File: config.mk
export PLATFORM = sky130hd
export DESIGN_NAME = sum16_result_collector
export DESIGN_NICKNAME = d
export VERILOG_FILES = /design/src/rtl/adder_pl_pkg.sv /design/src/rtl/result_fifo.sv /design/src/rtl/sum16_result_collector.sv
export SDC_FILE = /design/constraint.sdc
export NUM_CORES = 1
export LEC_CHECK = 0
export ABC_AREA = 1
export ABC_CLOCK_PERIOD_IN_PS = 4390
export BUFFER_PORTS_ARGS = -buffer_cell sky130_fd_sc_hd__buf_2
export CORE_MARGIN = 2
export CORE_UTILIZATION = 59
export CTS_CLUSTER_DIAMETER = 200
export CTS_CLUSTER_SIZE = 8
export DETAILED_ROUTE_END_ITERATION = 7
export PLACE_DENSITY_LB_ADDON = 0.15
export SYNTH_ARGS = -nofsm -noshare
export SYNTH_HDL_FRONTEND = slang
export SYNTH_SLANG_ARGS = --single-unit
File: constraint.sdc
create_clock -name clk -period 4.39 [get_ports clk]
set_input_delay 0.2195 -clock clk [delete_from_list [all_inputs] [get_ports clk]]
set_output_delay 0.2195 -clock clk [all_outputs]
set_load 0.03 [all_outputs]
File: src/rtl/adder_pl_pkg.sv
// adder_pl_pkg: shared widths, latency and result record for the pipelined adder and its collector
package adder_pl_pkg;
  localparam int SUM_W = 17;
  localparam int OPW = 16;
  localparam int ADD_LAT = 4;
  localparam int TAG_W = 4;
  typedef struct packed {
    logic [TAG_W-1:0] tag;
    logic [SUM_W-1:0] sum;
  } result_t;
endpackage

File: src/rtl/result_fifo.sv
// result_fifo: DEPTH-entry first-word-fall-through FIFO; ports clk, rst, push/push_data, pop, head, count, full, empty
module result_fifo #(
  parameter int DEPTH = 4,
  parameter int W = 21
) (
  input  logic                       clk,
  input  logic                       rst,
  input  logic                       push,
  input  logic [W-1:0]               push_data,
  input  logic                       pop,
  output logic [W-1:0]               head,
  output logic [$clog2(DEPTH):0]     count,
  output logic                       full,
  output logic                       empty
);
  localparam int AW = $clog2(DEPTH);
  localparam int CW = AW + 1;
  logic [W-1:0] mem [DEPTH];
  logic [AW-1:0] wp, rp;
  logic rd, wr;
  assign full = count == CW'(DEPTH);
  assign empty = count == '0;
  assign rd = pop && !empty;
  // a simultaneous pop frees the slot the push needs
  assign wr = push && (!full || rd);
  assign head = mem[rp];
  always_ff @(posedge clk or posedge rst)
    if (rst) begin
      wp <= '0;
      rp <= '0;
      count <= '0;
      for (int i = 0; i < DEPTH; i++) mem[i] <= '0;
    end else begin
      if (wr) mem[wp] <= push_data;
      if (wr) wp <= wp + 1'b1;
      if (rd) rp <= rp + 1'b1;
      count <= count + CW'(wr) - CW'(rd);
    end
endmodule

File: src/rtl/sum16_result_collector.sv
// sum16_result_collector: tracks adder issues with a {valid,tag} delay line, captures sums into a FIFO, credit-gates in_ready
// ports: clk, rst, in_valid/in_ready/in_tag (issue side), sum_in (adder output),
//        out_valid/out_ready/out_sum/out_carry/out_tag (result side), inflight, ovf_err (sticky)
module sum16_result_collector
  import adder_pl_pkg::*;
#(
  parameter int ADD_LAT = adder_pl_pkg::ADD_LAT,
  parameter int DEPTH = 4,
  parameter int TAG_W = adder_pl_pkg::TAG_W
) (
  input  logic             clk,
  input  logic             rst,
  input  logic             in_valid,
  output logic             in_ready,
  input  logic [TAG_W-1:0] in_tag,
  input  logic [16:0]      sum_in,
  output logic             out_valid,
  input  logic             out_ready,
  output logic [15:0]      out_sum,
  output logic             out_carry,
  output logic [TAG_W-1:0] out_tag,
  output logic [2:0]       inflight,
  output logic             ovf_err
);
  localparam int CW = $clog2(DEPTH) + 1;
  localparam int W = TAG_W + SUM_W;
  logic [ADD_LAT-1:0] dv;
  logic [TAG_W-1:0] dt [ADD_LAT];
  logic [CW-1:0] count;
  logic [W-1:0] head;
  logic full, empty, issue, push, pop;
  assign issue = in_valid && in_ready;
  assign pop = out_valid && out_ready;
  assign push = dv[ADD_LAT-1];
  assign out_valid = !empty;
  // every buffered or in-flight result already owns a FIFO slot, so captures cannot overflow
  assign in_ready = (int'(count) + int'(inflight)) < DEPTH;
  assign out_sum = head[15:0];
  assign out_carry = head[16];
  assign out_tag = head[W-1:SUM_W];
  always_ff @(posedge clk or posedge rst)
    if (rst) begin
      dv <= '0;
      for (int i = 0; i < ADD_LAT; i++) dt[i] <= '0;
      inflight <= '0;
      ovf_err <= 1'b0;
    end else begin
      dv <= {dv[ADD_LAT-2:0], issue};
      dt[0] <= in_tag;
      for (int i = 1; i < ADD_LAT; i++) dt[i] <= dt[i-1];
      inflight <= inflight + 3'(issue) - 3'(dv[ADD_LAT-1]);
      if (push && full && !pop) ovf_err <= 1'b1;
    end
  result_fifo #(.DEPTH(DEPTH), .W(W)) u_fifo (
    .clk(clk),
    .rst(rst),
    .push(push),
    .push_data({dt[ADD_LAT-1], sum_in}),
    .pop(pop),
    .head(head),
    .count(count),
    .full(full),
    .empty(empty)
  );
endmodule

; ---- Yosys cells after proc, flatten, opt, wreduce, memory -nomap -nowiden
; Index checks and enable logic that the tools add are counted.
[totals]
register_bits = 115
out_inout_bits = 27
wordCells = 46
[classes]
addsub = 7
magnitude_cmp = 4
eq_ne = 1
n_mux = 6
bitwise = 2
n_reduce_logical = 12
[op_table]
columns = cell, n
row1 = bitwise mux 84 bit, 1
row2 = 2-to-1 mux 21 bit, 3
row3 = binary-select mux 21 bit (select 2 bit), 1
row4 = demux 21 bit (select 2 bit), 1
row5 = logical AND 1 bit, 7
row6 = adder 3 x 1 -> 3 bit, 2
row7 = greater-or-equal comparator 3 bit (second input constant), 2
row8 = NOT 2 -> 3 bit, 2
row9 = subtractor 3 x 1 -> 3 bit, 2
row10 = adder 2 x 1 -> 2 bit (second input constant), 2
row11 = adder 3 x 3 -> 4 bit, 1
row12 = < comparator 4 x 3 -> 1 bit (second input constant), 1
row13 = == test 3 bit (second input constant), 1
row14 = logical NOT 1 bit, 3
row15 = logical NOT 3 bit, 1
row16 = < comparator 3 x 1 -> 1 bit (second input constant), 1
row17 = logical OR 1 bit, 1

; ---- Longest topological paths before layout
; Gate-level depths: netlist of the first run.
[depth]
depth_word = 8
ltp_mapped = 11
depth_no_buf = 11

; ---- By module
; From an unflattened synthesis of the first run, not the netlist that was laid out.
[hier_totals]
cells_unflattened = 594
area_unflattened_um2 = 5590.4
[by_module_without_submodules]
columns = mod, n_inst, cells_each, area_each_um2
row1 = result_fifo, 1, 539, 4793.3
row2 = sum16_result_collector, 1, 55, 797.0

; ---- Least setup slack after synthesis of the first run
; Ideal clock, no wire load.
[synth_path]
path_type = register -> register
from = register inflight[1]
to = register inflight[2]
setup_time_ns = 0.136
arrival_ns = 2.436
required_time_ns = 4.254
path_slack_ns = 1.818
stages_incl_launch_ff = 12
period_less_slack_ns = 2.572
cell_sequence = dfrtp_1 -> ha_1 -> nand3_1 -> nand3_1 -> inv_1 -> nand2_1 -> ha_1 -> inv_1 -> ha_1 -> fa_1 -> xnor2_1 -> xor2_1
[synth_via]
elab_chain_len = 5
[synth_rtl]
columns = element, line_no
row1 = start: declaration, sum16_result_collector.sv:22  ; output logic [2:0] inflight,
row2 = start signal: assignment, sum16_result_collector.sv:51  ; inflight <= inflight + 3'(issue) - 3'(dv[ADD_LAT-1]);
row3 = adder 3 x 3 -> 4 bit, sum16_result_collector.sv:37  ; assign in_ready = (int'(count) + int'(inflight)) < DEPTH;
row4 = < comparator 4 x 3 -> 1 bit, sum16_result_collector.sv:37
row5 = named net in_ready, sum16_result_collector.sv:14  ; output logic in_ready,
row6 = logical AND 1 bit, sum16_result_collector.sv:32  ; assign issue = in_valid && in_ready;
row7 = adder 3 x 1 -> 3 bit, sum16_result_collector.sv:51
row8 = subtractor 3 x 1 -> 3 bit, sum16_result_collector.sv:51
; The timed path passes the listed nets, and every way through them passes these cells.
; A chain may end at the register's enable or synchronous reset.

; ---- Worst setup path after layout of the first run
[layout_path]
from = register u_fifo.rp[0]
to = output out_tag[2]
[layout_via]
elab_chain_len = 4
[layout_rtl]
columns = element, line_no
row1 = start: declaration, result_fifo.sv:19  ; logic [AW-1:0] wp, rp;
row2 = start signal: assignment, result_fifo.sv:36  ; if (rd) rp <= rp + 1'b1;
row3 = NOT 2 -> 3 bit (implied by the code), result_fifo.sv:26  ; assign head = mem[rp];
row4 = binary-select mux 21 bit (select 2 bit), result_fifo.sv:26
row5 = 2-to-1 mux 21 bit (implied by the code) (2 in a row), result_fifo.sv:26
row6 = end: declaration, sum16_result_collector.sv:21  ; output logic [TAG_W-1:0] out_tag,
; Every way passes these cells. The select of a mux whose other input is x is not followed.

==> results of run 1 <==
==> placed cells by master (no fill, tap or decap) <==
master	netlist	routed
sky130_fd_sc_hd__nand2_1	178	178
sky130_fd_sc_hd__dfrtp_1	115	114
sky130_fd_sc_hd__nand4_1	84	84
sky130_fd_sc_hd__buf_2	13	51
sky130_fd_sc_hd__nor2_1	44	44
sky130_fd_sc_hd__o21ai_0	43	43
sky130_fd_sc_hd__dlygate4sd3_1	0	23
sky130_fd_sc_hd__o22ai_1	21	21
sky130_fd_sc_hd__clkbuf_16	0	16
sky130_fd_sc_hd__inv_1	16	15
sky130_fd_sc_hd__buf_4	6	11
sky130_fd_sc_hd__ha_1	10	10
sky130_fd_sc_hd__nand3_1	7	7
sky130_fd_sc_hd__inv_6	0	7
sky130_fd_sc_hd__xnor2_1	4	4
sky130_fd_sc_hd__clkinvlp_4	0	4
sky130_fd_sc_hd__clkinv_4	0	3
sky130_fd_sc_hd__inv_2	2	2
sky130_fd_sc_hd__xor2_1	2	2
sky130_fd_sc_hd__fa_1	2	2
sky130_fd_sc_hd__nor2_2	1	1
sky130_fd_sc_hd__nand2_2	1	1
sky130_fd_sc_hd__inv_4	0	1
sky130_fd_sc_hd__a31o_2	1	1
sky130_fd_sc_hd__clkbuf_8	0	1
sky130_fd_sc_hd__clkinv_2	0	1
sky130_fd_sc_hd__dfrtp_2	0	1
==> power breakdown <==
part | switching, uW | internal (uW) | total (uW) | leakage (uW)
clock network | 537 | 705 | 1240 | 0.000253
logic | 1480 | 643 | 2120 | 0.00146
registers | 323 | 1450 | 1770 | 0.00146
==> sequential cells by signal (all words and copies together) (netlist names) <==
| register | flops |
|---|---|
| u_fifo.rp | 2 |
| dv | 4 |
| ovf_err | 1 |
| u_fifo.mem | 84 |
| dt | 16 |
| u_fifo.wp | 2 |
| inflight | 3 |
| u_fifo.count | 3 |
==> metrics by stage <==
| step | std cells | worst slack [ps] | hold slack (ps) | power [uW] |
|---|---|---|---|---|
| finish | 756 | 1420 | 57.1 | 5130 |
| detailed placement | 701 | 1900 | 329 | 3860 |
| global placement | 701 | 2060 | 327 | 3780 |
| CTS | 756 | 1470 | 53.4 | 5130 |
| floorplan | 579 | 1130 | 251 | 3290 |
| global route | 756 | 1260 | 63.8 | 5480 |
==> how the worst min path moves through the flow <==
stage	endpoint	from	slack [ps]	cells past startpoint
finish	u_fifo.rp[0]	out_ready	60	3
global route	ovf_err	out_ready	60	3
CTS	u_fifo.rp[0]	out_ready	50	3
detailed placement	dt[14]	in_tag[2]	330	1
global placement	dt[12]	in_tag[0]	330	1
floorplan	dt[12]	in_tag[0]	250	0
==> critical path: cells and delay by family (launching register included) <==
kind | cells | cell delay (ps)
AOI/OAI and AO/OA | 2 | 350
buffers and inverters | 4 | 1490
DFF | 1 | 360
==> layer usage <==
layer,GRT usage (%),up-vias,wire (um)
met5,0,-,0
met4,9.72,0,192
met3,7.84,21,1040
met2,45.0,189,6310
met1,39.5,2154,5330
li1,-,2083,-
==> cell families (layout without fill, tap and decap cells) <==
group	count (synthesis)	count (layout)	share of synthesized area (%)
simple gates	315	315	27.1
fa+ha+maj	12	12	3.19
xor+xnor	6	6	1.01
buf+inv	66	135	6.25
compound gates	65	65	6.86
flops	115	115	55.5
==> repair_timing <==
| action | in CTS | in global routing |
|---|---|---|
| endpoints found under the hold margin | 149 | 0 |
| hold buffers | 23 | 0 |
| resized for setup | 0 | 0 |
==> final cells by class <==
type	count	area share [%]
well taps	108	2.19
multi-input cells	398	32.1
inverters	18	1.14
clock buffers	17	6.71
flip-flops and latches	115	46.7
clock inverters	15	1.99
repair buffers	85	9.21
==> results_tabular.tex, run 1 <==
\begin{tabular}{lr}
\hline
Metric & Value \\
\hline
\multicolumn{2}{l}{\textbf{Status}} \\
Run status & completed \\
\multicolumn{2}{l}{\textbf{Critical path}} \\
Critical path class & reg2out \\
Number of cells on the worst reg-to-reg path & 5 \\
Capturing point of the worst reg2reg path & u\_fifo.mem[83] \\
End point of the critical path & out\_tag[2] \\
Cell seen most often among critical-path stages & sky130\_fd\_sc\_hd\_\_buf\_4 \\
Kind of capture point of the worst setup path & output port \\
CP cell instances & buf\_4, inv\_1, buf\_4, o21ai\_0, o22ai\_1, buf\_2 \\
Endpoint arrival time on the critical path & 2750 ps \\
Reg-to-reg startpoint & u\_fifo.count[1] \\
Worst-case register-to-register setup slack & 1900 ps \\
Category of the worst setup path launch point & register \\
Required time of the critical path & 4170 ps \\
Biggest cell delay along the critical path & 570 ps \\
Critical Path Slowest Stage Cell & sky130\_fd\_sc\_hd\_\_inv\_1 \\
Critical path peak fanout & 44 \\
Source of the critical timing path & u\_fifo.rp[0] \\
\multicolumn{2}{l}{\textbf{STA}} \\
Number of max-slew violations in the final report & 0 \\
Total Neg Setup Slack & 0 ps \\
Unrepaired setup endpoints after global routing & no \\
Min Clock Period, post-route & 2970 ps \\
Actual slew at the worst max-slew pin & 1010 ps \\
Final hold violations & 0 \\
Final clock skew & 7.46 ps \\
Period utilisation layout & 67.6\% \\
Max frequency & 337 MHz \\
Tightest slew margin relative to the limit & 32.4\% \\
Final Setup Violations & 0 \\
\multicolumn{2}{l}{\textbf{Die}} \\
Core ar. & 8640 sq um \\
Height of the die & 97.7 um \\
Number of I/O pins & 52 \\
Overall die width & 97.7 um \\
Die footprint & 9550 sq um \\
Row Count & 34 \\
Starting density of the core & 60.0\% \\
\multicolumn{2}{l}{\textbf{Finish}} \\
Total inserted antenna cells & 0 \\
Count of fill cells added during filler insertion & 690 \\
Fraction of final layout cells sized beyond drive strength 1 & 15.6\% \\
Utilization after layout & 71.4\% \\
Post-layout net count & 672 \\
Post-route design area & 6170 sq um \\
Area Growth Syn to Fin & 19.1\% \\
Seq. cell area & 2880 sq um \\
Area occupied by multi-input gates & 1980 sq um \\
\multicolumn{2}{l}{\textbf{Global route}} \\
Wire length of the first global-routing pass & 21600 um \\
Congestion Overflow GR & 0 \\
Maximum number of pins on one net before global-route repair & 81 \\
Initial antenna violation count & 0 \\
Gr usage total & 28.8\% \\
Number of global-route vias before repair & 4396 \\
\multicolumn{2}{l}{\textbf{Clock network}} \\
Clock Root Buffer & sky130\_fd\_sc\_hd\_\_clkbuf\_8 \\
Deepest clock path buffer count & 2 \\
Clock slew seen by the registers of the worst setup and hold paths & 60 ps \\
\# H-tree levels & 4 \\
Number of buffers added by the clock tree synthesis step & 17 \\
Total setup buffers inserted after CTS & 0 \\
CTS tree & built \\
Clock insertion delay at the later pin of the skew report & 520 ps \\
Number of sinks driven by the clock tree & 115 \\
\multicolumn{2}{l}{\textbf{Route}} \\
Post-detailed-route wirelength per cell & 17.0 um \\
Count of routing violations after the opening detailed-route iteration & 397 \\
Post-route antenna net violation count & 0 \\
Total wire length & 12900 um \\
1st-pass router iterations & 5 \\
Via density per instance & 5.88 \\
Remaining design rule violation count & 0 \\
Total number of vias & 4447 \\
\multicolumn{2}{l}{\textbf{Placed design}} \\
Global placer's final weighted congestion & 0.783 \\
Cell area after placement & 5400 sq um \\
DPL Wire Length & 6950 um \\
Port-buffer cells & 51 \\
\multicolumn{2}{l}{\textbf{Synthesis}} \\
Post-synthesis cell type with the largest combined area & sky130\_fd\_sc\_hd\_\_dfrtp\_1 \\
Synth cell count leaders & 178 x sky130\_fd\_sc\_hd\_\_nand2\_1, 115 x sky130\_fd\_sc\_hd\_\_dfrtp\_1, 84 x sky130\_fd\_sc\_hd\_\_nand4\_1 \\
Yosys reg bits & 115 \\
Yosys Warn Count & 0 \\
Main synth FF type & sky130\_fd\_sc\_hd\_\_dfrtp\_1 \\
Post-Synthesis Net Count & 616 \\
Instance count of the mapped netlist & 579 \\
Dominant cell by count in the synthesized netlist & sky130\_fd\_sc\_hd\_\_nand2\_1 \\
Area of the mapped netlist & 5180 sq um \\
Async set-or-reset flop fraction in the synthesized netlist & 100\% \\
Dominant cells by area after synthesis & sky130\_fd\_sc\_hd\_\_dfrtp\_1 56\%, sky130\_fd\_sc\_hd\_\_nand2\_1 13\%, sky130\_fd\_sc\_hd\_\_nand4\_1 10\%, sky130\_fd\_sc\_hd\_\_o21ai\_0 4.2\%, sky130\_fd\_sc\_hd\_\_nor2\_1 3.2\% \\
Number of enable-type register cells in the synthesized netlist & 0 \\
Count of unique library cells instantiated by Yosys & 21 \\
Post-synth top area share & 55.5\% \\
Synthesized area divided by synthesized cell count & 8.95 sq um \\
Sequential-to-total area share from yosys stat & 55.5\% \\
\multicolumn{2}{l}{\textbf{Power and ir drop}} \\
Lkg Pwr & 0.00317 uW \\
P per Cell Area & 832 nW/um\^{}2 \\
Peak VDD IR & 0.585 mV \\
\multicolumn{2}{l}{\textbf{Run}} \\
Number of violations of the max-capacitance limit & 0 \\
\multicolumn{2}{l}{\textbf{Hold path}} \\
Hold WC Path Type & in2reg \\
\hline
\end{tabular}
No activity file was read; power rests on OpenSTA's default activity.
==> run 2, diff against run 1 <==
ABC_CLOCK_PERIOD_IN_PS = 2500   (was 4390)
CORE_UTILIZATION = 53   (was 59)
clock period = 2.5 ns   (was 4.39 ns; I/O delays follow)
==> results_tabular.tex, run 2 (same netlist as run 1, synthesis figures left out) <==
\begin{tabular}{lr}
\hline
Metric & Value \\
\hline
\multicolumn{2}{l}{\textbf{Finish}} \\
Leading cell type in the layout, fill and taps excluded & sky130\_fd\_sc\_hd\_\_nand2\_1 \\
Post-layout net count & 682 (+1.5\%) \\
Seq. cell area & 2880 sq um (unchanged) \\
Number of flip-flops in the largest register & 84 (unchanged) \\
Register with the most flip-flops & u\_fifo.mem \\
Registers with the highest flip-flop counts & u\_fifo.mem x84, dt x16, dv x4 \\
Total inserted antenna cells & 0 (unchanged) \\
Area Growth Syn to Fin & 24.0\% \\
Area occupied by multi-input gates & 1980 sq um (unchanged) \\
Fraction of final layout cells sized beyond drive strength 1 & 16.9\% (+1.3 points) \\
Count of fill cells added during filler insertion & 805 (+17\%) \\
Commonest non-fill, non-tap cells in the layout & 178 x sky130\_fd\_sc\_hd\_\_nand2\_1, 114 x sky130\_fd\_sc\_hd\_\_dfrtp\_1, 84 x sky130\_fd\_sc\_hd\_\_nand4\_1 \\
\multicolumn{2}{l}{\textbf{Critical path}} \\
Critical path peak fanout & 4 (-91\%) \\
Kind of capture point of the worst setup path & register \\
Endpoint arrival time on the critical path & 2680 ps (-70 ps) \\
Required time of the critical path & 2900 ps (-1270 ps) \\
Number of cells on the worst reg-to-reg path & 11 (+6) \\
Critical path class & reg2reg \\
Worst-case register-to-register setup slack & 220 ps (-1680 ps) \\
Category of the worst setup path launch point & register \\
\multicolumn{2}{l}{\textbf{Clock network}} \\
\# H-tree levels & 4 (unchanged) \\
CTS resizes & 0 (unchanged) \\
Clock Root Buffer & sky130\_fd\_sc\_hd\_\_clkbuf\_8 \\
Number of buffers added by the clock tree synthesis step & 17 (unchanged) \\
Hold buffers post-CTS & 24 (+4.3\%) \\
CTS tree & built \\
Number of sinks driven by the clock tree & 115 (unchanged) \\
Clock insertion delay at the later pin of the skew report & 520 ps (about the same) \\
Clock slew seen by the registers of the worst setup and hold paths & 60 ps (about the same) \\
Total setup buffers inserted after CTS & 0 (unchanged) \\
Deepest clock path buffer count & 2 (unchanged) \\
\multicolumn{2}{l}{\textbf{Route}} \\
1st-pass router iterations & 5 (unchanged) \\
Total wire length & 13200 um (+2.1\%) \\
Post-route antenna net violation count & 0 (unchanged) \\
Via density per instance & 5.63 (-4.3\%) \\
Total number of vias & 4453 (+0.13\%) \\
Post-detailed-route wirelength per cell & 16.6 um (-2.4\%) \\
Count of routing violations after the opening detailed-route iteration & 302 (-24\%) \\
Remaining design rule violation count & 0 (unchanged) \\
\multicolumn{2}{l}{\textbf{Global route}} \\
Congestion Overflow GR & 0 (unchanged) \\
Initial antenna violation count & 0 (unchanged) \\
Wire length of the first global-routing pass & 21300 um (-1.4\%) \\
Number of global-route vias before repair & 4229 (-3.8\%) \\
Gr usage total & 26.6\% (-2.1 points) \\
Maximum number of pins on one net before global-route repair & 92 (+14\%) \\
\multicolumn{2}{l}{\textbf{STA}} \\
Tightest slew margin relative to the limit & 53.7\% (+21 points) \\
Period utilisation layout & 91.2\% \\
Slack of the critical path & 220 ps (-1200 ps) \\
Final clock skew & 11.9 ps (+4.39 ps) \\
Max frequency & 439 MHz \\
Number of max-slew violations in the final report & 0 (unchanged) \\
Final hold violations & 0 (unchanged) \\
Min Clock Period, post-route & 2280 ps \\
Unrepaired setup endpoints after global routing & no \\
Total Neg Setup Slack & 0 ps (unchanged) \\
Actual slew at the worst max-slew pin & 694 ps (-319 ps) \\
Final Setup Violations & 0 (unchanged) \\
\multicolumn{2}{l}{\textbf{Placed design}} \\
Port-buffer cells & 51 (unchanged) \\
Placement Setup Slack & 210 ps (-1690 ps) \\
Global placer's final weighted congestion & 0.790 (+0.96\%) \\
DPL Wire Length & 7360 um (+5.8\%) \\
\multicolumn{2}{l}{\textbf{Power and ir drop}} \\
Lkg Pwr & 0.00328 uW (+3.5\%) \\
Peak VDD IR & 0.999 mV (+71\%) \\
P per Cell Area & 1490 nW/um\^{}2 (+79\%) \\
\multicolumn{2}{l}{\textbf{Run}} \\
Number of violations of the max-capacitance limit & 0 (unchanged) \\
\multicolumn{2}{l}{\textbf{Die}} \\
Core ar. & 9640 sq um (+12\%) \\
Row Count & 36 (+5.9\%) \\
Height of the die & 103 um (+5.3\%) \\
Die footprint & 10600 sq um (+11\%) \\
Overall die width & 103 um (+5.3\%) \\
Starting density of the core & 53.8\% (-6.2 points) \\
Number of I/O pins & 52 (unchanged) \\
\multicolumn{2}{l}{\textbf{Hold path}} \\
Hold WC Path Type & in2async \\
\multicolumn{2}{l}{\textbf{Status}} \\
Run status & completed \\
\hline
\end{tabular}
[run 2: path summary, 6_finish.rpt]
check                                 from              end
setup / recovery           u_fifo.count[1]      inflight[2]
hold / removal                         rst  u_fifo.count[1]
setup reg to reg           u_fifo.count[1]      inflight[2]
hold reg to reg                     dt[10]            dt[6]
max in group asynchronous              rst   u_fifo.mem[27]
min in group clk                 in_tag[1]           dt[13]
[run 2: stage by stage]
step / instances / total power [uW] / utilization [%] / instance area [sq um] / hold slack (ps)
4_1_cts: 791 / 9630 / 66.7 / 6420 / 202
5_1_grt: 791 / 10200 / 66.7 / 6420 / 222
2_1_floorplan: 579 / 5770 / - / 5180 / 156
3_5_place_dp: 735 / 6910 / 57.5 / 5540 / 198
3_3_place_gp: 735 / 6820 / 57.5 / 5540 / 192
6_report: 791 / 9580 / 66.7 / 6420 / 201
[run 2: power by group]
group | leakage (uW) | internal, uW | switching (uW)
Combinational | 0.00151 | 1230 | 2800
Sequential | 0.00146 | 2550 | 379
Clock | 0.000309 | 1730 | 898
[run 2: final cells by class]
class	count	share of cell area (%)
Clock buffer	17	6.45
Tap cell	133	2.59
Timing Repair Buffer	95	10.6
Clock inverter	15	3.60
Inverter	18	1.11
Multi-Input combinational cell	398	30.8
Sequential cell	115	44.8
[run 2: routing by layer]
layer  vias to the layer above  wire length, um  track usage (%)
met2                       167             6470             42.3
met4                         0               69             5.97
met1                      2178             5720             37.3
met3                        11              887             6.92
met5                         -                0                0
li1                       2097                -                -
[run 2: worst max-delay path, cell delays in order, from the launching register on]
cell,delay (ps)
sky130_fd_sc_hd__dfrtp_1,430
sky130_fd_sc_hd__ha_1,290
sky130_fd_sc_hd__nand3_1,80
sky130_fd_sc_hd__nand3_1,80
sky130_fd_sc_hd__inv_2,60
sky130_fd_sc_hd__nand2_1,60
sky130_fd_sc_hd__ha_1,280
sky130_fd_sc_hd__inv_1,40
sky130_fd_sc_hd__ha_1,180
sky130_fd_sc_hd__fa_1,380
sky130_fd_sc_hd__xnor2_1,140
sky130_fd_sc_hd__xor2_1,140
